$ cat src/rtl/regfile_pkg.sv
// Shared constants and types for the register file writeback path.
// Holds default geometry and the arbiter's port identifiers.
package regfile_pkg;

    localparam int WIDTH_DEF = 32;
    localparam int DEPTH_DEF = 32;

    typedef enum logic {
        PORT_ALU = 1'b0,
        PORT_MEM = 1'b1
    } port_t;

endpackage

$ cat src/rtl/wb_scoreboard.sv
// Pending-write bitmap: set on issue, cleared when the write commits.
// Register 0 is never marked busy.
module wb_scoreboard
    import regfile_pkg::*;
#(
    parameter int DEPTH = DEPTH_DEF,
    parameter int ADDR  = $clog2(DEPTH)
) (
    input  logic             clk,
    input  logic             reset,
    input  logic             issue_valid,
    input  logic [ADDR-1:0]  issue_reg,
    input  logic             clr_valid,
    input  logic [ADDR-1:0]  clr_reg,
    output logic [DEPTH-1:0] busy
);

    localparam logic [DEPTH-1:0] R0_MASK = {{(DEPTH-1){1'b1}}, 1'b0};

    logic [DEPTH-1:0] busy_q;
    logic [DEPTH-1:0] set_vec;
    logic [DEPTH-1:0] clr_vec;

    always_comb begin
        set_vec = '0;
        clr_vec = '0;
        if (issue_valid) set_vec = DEPTH'(1) << issue_reg;
        if (clr_valid)   clr_vec = DEPTH'(1) << clr_reg;
    end

    // Set is applied after clear so a same-edge reissue keeps the bit.
    always_ff @(posedge clk or negedge reset) begin
        if (!reset) busy_q <= '0;
        else        busy_q <= ((busy_q & ~clr_vec) | set_vec) & R0_MASK;
    end

    assign busy = busy_q;

endmodule

$ cat src/rtl/regfile_wb.sv
// Two-port writeback arbiter with registered register-file write port.
// Define REGFILE_WB_SCOREBOARD_EN to build the pending-write scoreboard.
module regfile_wb
    import regfile_pkg::*;
#(
    parameter int WIDTH = WIDTH_DEF,
    parameter int DEPTH = DEPTH_DEF,
    localparam int ADDR = $clog2(DEPTH)
) (
    input  logic             clk,
    input  logic             reset,
    input  logic             alu_valid,
    output logic             alu_ready,
    input  logic [ADDR-1:0]  alu_reg,
    input  logic [WIDTH-1:0] alu_data,
    input  logic             mem_valid,
    output logic             mem_ready,
    input  logic [ADDR-1:0]  mem_reg,
    input  logic [WIDTH-1:0] mem_data,
    input  logic             issue_valid,
    input  logic [ADDR-1:0]  issue_reg,
    output logic [DEPTH-1:0] busy,
    output logic             wb_enable,
    output logic [ADDR-1:0]  wb_reg,
    output logic [WIDTH-1:0] wb_data
);

    port_t            ptr;
    logic             grant_alu;
    logic             grant_mem;
    logic             grant;
    logic [ADDR-1:0]  win_reg;
    logic [WIDTH-1:0] win_data;

    always_comb begin
        grant_alu = 1'b0;
        grant_mem = 1'b0;
        if (reset) begin
            if (alu_valid && mem_valid) begin
                grant_alu = (ptr == PORT_ALU);
                grant_mem = (ptr == PORT_MEM);
            end else begin
                grant_alu = alu_valid;
                grant_mem = mem_valid;
            end
        end
    end

    assign alu_ready = grant_alu;
    assign mem_ready = grant_mem;
    assign grant     = grant_alu | grant_mem;
    assign win_reg   = grant_alu ? alu_reg  : mem_reg;
    assign win_data  = grant_alu ? alu_data : mem_data;

    // Writes to r0 are consumed but never reach the register file.
    always_ff @(posedge clk or negedge reset) begin
        if (!reset) begin
            ptr       <= PORT_MEM;
            wb_enable <= 1'b0;
            wb_reg    <= '0;
            wb_data   <= '0;
        end else begin
            wb_enable <= grant && (win_reg != '0);
            if (grant) begin
                wb_reg  <= win_reg;
                wb_data <= win_data;
                ptr     <= grant_alu ? PORT_MEM : PORT_ALU;
            end
        end
    end

`ifdef REGFILE_WB_SCOREBOARD_EN
    wb_scoreboard #(
        .DEPTH (DEPTH),
        .ADDR  (ADDR)
    ) u_scoreboard (
        .clk         (clk),
        .reset       (reset),
        .issue_valid (issue_valid),
        .issue_reg   (issue_reg),
        .clr_valid   (wb_enable),
        .clr_reg     (wb_reg),
        .busy        (busy)
    );
`else
    logic unused_issue;
    assign unused_issue = ^{issue_valid, issue_reg};
    assign busy = '0;
`endif

endmodule

$ cat config.mk
export PLATFORM = sky130hd
export DESIGN_NAME = regfile_wb
export DESIGN_NICKNAME = d
export VERILOG_FILES = /design/src/rtl/regfile_pkg.sv /design/src/rtl/wb_scoreboard.sv /design/src/rtl/regfile_wb.sv
export SDC_FILE = /design/constraint.sdc
export NUM_CORES = 1
export LEC_CHECK = 0
export CAP_MARGIN = 0
export CORE_MARGIN = 10
export CORE_UTILIZATION = 33
export DETAILED_ROUTE_END_ITERATION = 10
export PLACE_DENSITY = 0.78
export SKIP_CTS_REPAIR_TIMING = 1
export SLEW_MARGIN = 20
export SYNTH_ARGS = -nofsm -noshare
export SYNTH_HDL_FRONTEND = slang
export SYNTH_SLANG_ARGS = --single-unit
$ cat constraint.sdc
create_clock -name clk -period 1.3 [get_ports clk]
set_input_delay 0.39 -clock clk [delete_from_list [all_inputs] [get_ports clk]]
set_output_delay 0.39 -clock clk [all_outputs]
set_load 0.01 [all_outputs]
**Word-level counts from Yosys, hierarchy flattened**

Cells that the tools add are included.

- Muxes and demuxes: 7
- Bitwise gates (word level): 2
- Reduce and logical (&&, ||, !) cells: 3

Operator list:

| operator | count |
|---|---|
| 32-bit 2-to-1 mux | 1 |
| 1-bit 2-to-1 mux | 5 |
| 5-bit 2-to-1 mux | 1 |
| 5-bit nonzero test | 1 |
| 1-bit logical AND | 2 |
| 1-bit NOT | 1 |
| 1-bit OR | 1 |

- Flip-flop bits (word level): 39
- Logic and storage cells: 16

**Longest topological paths before layout**

- Depth in word-level cells: 6
- Gate-level depth with buffers: 5
- Mapped depth without buffers: 4

**Worst setup path before layout**

OpenSTA, ideal clock, no wires.

- Kind: flip-flop to output port
- From: register ptr
- To: output port mem_ready
- Arrival: 1.152 ns
- Data required time: 0.910 ns
- Setup slack: -0.242 ns
- Cell stages (with the launch flop): 6
- Path buffers: 1
- Path through: dfstp_2 > and2_4 > buf_6 > or2_1 > inv_1 > nor2_1

- Longest elaborated chain between the ends: 2

RTL lines:

| what | RTL line | source |
|---|---|---|
| from (decl) | regfile_wb.sv:28 | `port_t ptr;` |
| from (signal assigned) | regfile_wb.sv:67 | `ptr <= grant_alu ? PORT_MEM : PORT_ALU;` |
| 1-bit 2-to-1 mux | regfile_wb.sv:39 | `if (alu_valid && mem_valid) begin` |
| 1-bit 2-to-1 mux | regfile_wb.sv:38 | `if (reset) begin` |
| to (decl) | regfile_wb.sv:17 | `output logic mem_ready,` |

No other way between the ends.

**Final worst setup path**

Same ends and word-level chain as after synthesis.

==> results.yml <==
clock_tree:
  cts.clk_slew.worst_paths_ns: 0.07
  cts_tree: "built"
  clk_latency_ns: 0.28
  cts_inserted_buffers: 5
  h-tree-depth: 2
  cts_max_path_buffers: 2
  cts_root_buf: "clkbuf_8"
  cts.sinks: 39
timing:
  period_needed_ns: 1.67
  rsz0062_at_grt: "true"
  min_period_over_period_pct: 129
  skew_ns: 0.00233
  hold_viol: 0
  fmax_mhz: 598
  fin_ws_ns: -0.371
  tns_ns: -4.99
  worstMarginPinSlew_ns: 0.531
  slew_headroom_pct: 64.6
  setup_violations: 40
  drv_slew: 0
final_layout:
  layout.nets: 462
  nFillCells: 642
  seqCellArea_um2: 977
  multi_input_area_mm2: 0.00111
  largest_reg_flops: 32
  drive_gt1_share_pct: 10.3
  area_growth_pct: 59.8
  diodes: 0
setup_path:
  end_kind: "output port"
  slowest_stage: "dfstp_2"
  crit_fanout: 2
  arrival_ns: 1.28
  rrSetupSlack_ns: -0.15
  worstPathCellList: "and2_4 -> or2_4 -> inv_4 -> nor2_4 -> buf_6"
  worstSetupStartpointType: "register"
  slowest_delay_ns: 0.54
  cp.required_ns: 0.91
  path_class: "register to output port"
floorplanning:
  start_util_pct: 34.4
  die_width_um: 105
  core_area_mm2: 0.00687
  die-area_mm2: 0.0110
  die_h_um: 105
  ios: 156
  rows: 30
placement:
  hpwlAfterDp_mm: 6.22
  numPortBuffers: 117
  routabilityCongestion: 0.801
yosys:
  syn-cell-area_mm2: 0.00236
  ys_ff_latch: 39
  syn_area_per_cell_um2: 8.89
  netlist_instances: 266
  ys_seq_area_share_pct: 41.3
  synth_warnings: 0
  ys_types: 22
power:
  p_leak_nw: 1.73
  p_total_w: 0.00349
  ir_worst_vdd_uv: 421
  power_density_mw_per_mm2: 925
global_route:
  grtUsageTotal_pct: 14.6
  grt_max_degree: 49
  grt_pass1_wl_mm: 13.5
  gr-total-overflow: 0
  grt_pass1_vias: 2550
  antenna_found_initial: 0
route:
  drc: 0
  wire_per_inst_um: 18.6
  routed_via_density: 5.26
  postRouteAntennaNets: 0
  wirelength_mm: 8.80
  drt_iter0_drc: 109
  dr.pass1.iters: 4
  vias: 2488
run_status:
  violations: "setup timing"
  status: "finished with violations"
job:
  cap_violations: 0
min_path:
  hold_class: "input pin to async pin"
where the power goes:
part	switching (W)	internal, W
Clock	0.000402	0.000358
Combinational	0.000614	0.000653
Sequential	0.0000834	0.00138
per-layer routing:
layer | part of all wire (%) | wire [um] | track usage [%] | vias to the layer above
met5 | 0 | 0 | 0 | -
li1 | - | - | - | 1158
met3 | 5.6 | 490 | 3.99 | 8
met4 | 1.7 | 151 | 4.22 | 0
met1 | 42 | 3650 | 16.9 | 1197
met2 | 51 | 4500 | 25.5 | 125
synthesized netlist by cell type, drive strengths merged:
| master | count | area share [%] |
|---|---|---|
| buf | 59 | 17 |
| nor2 | 39 | 6.2 |
| o21ai | 39 | 8.3 |
| dfrtp | 38 | 40 |
| a31oi | 37 | 9.8 |
| o2111ai | 37 | 14 |
| clkbuf | 4 | 0.63 |
| inv | 3 | 0.48 |
| or4 | 2 | 0.63 |
| a211oi | 1 | 0.53 |
| and2 | 1 | 0.37 |
| conb | 1 | 0.16 |
| dfstp | 1 | 1.1 |
| nand2 | 1 | 0.16 |
| nor4 | 1 | 0.53 |
| o21a | 1 | 0.32 |
| or2 | 1 | 0.26 |
final cells by class:
class | count | area share [%]
clock buffers | 6 | 1.92
inverters | 3 | 0.364
flip-flops and latches | 39 | 25.9
well taps | 96 | 3.18
multi-input cells | 192 | 29.4
repair buffers | 137 | 39.3
through the flow:
stage / hold WS (ns) / utilization [%] / instances / worst slack (ns) / area [um^2]
2_1_floorplan: 0.0944 / - / 297 / -0.103 / 2490
3_3_place_gp: 0.515 / 51.9 / 466 / -0.893 / 3560
3_5_place_dp: 0.524 / 51.9 / 466 / -0.945 / 3560
4_1_cts: 0.215 / 53.0 / 472 / -0.945 / 3640
5_1_grt: 0.214 / 55.0 / 473 / -0.419 / 3780
6_report: 0.207 / 55.0 / 473 / -0.371 / 3780
cells by family after synthesis:
group,share of synthesized area [%]
compound gates,32.6
buf+inv,17.8
simple gates,8.15
flops,41.3
other cells,0.159
cells in the final DEF (no fill, tap or decap), types with 2 or more instances in the layout:
cell type and n:
o21ai_0 36, buf_12 4, clkdlybuf4s50_1 70, conb_1 32, dlymetal6s2s_1 44, clkbuf_8 5, dfrtp_1 38, buf_6 2
buf_4 14, a31oi_1 37, nor2_1 38, o21ai_1 2, o2111ai_1 37
final timing paths:
| check | startpoint | endpoint | cells after the start |
|---|---|---|---|
| max in group asynchronous | reset | wb_data[10] | 2 |
| worst min register to register | wb_data[15] | wb_data[15] | 2 |
| worst min-delay path | reset | wb_data[24] | 3 |
| worst max register to register | ptr | wb_reg[4] | 4 |
| worst max-delay path | ptr | mem_ready | 5 |
| min in group clk | alu_reg[1] | wb_reg[1] | 3 |
critical path, delay by kind of cell, from the launching register on:
| kind | cells | cell delay, ns |
|---|---|---|
| and+or+nand+nor | 3 | 0.32 |
| DFF | 1 | 0.54 |
| buffers and inverters | 2 | 0.14 |
Note: power is estimated with default switching activity, not from simulation.
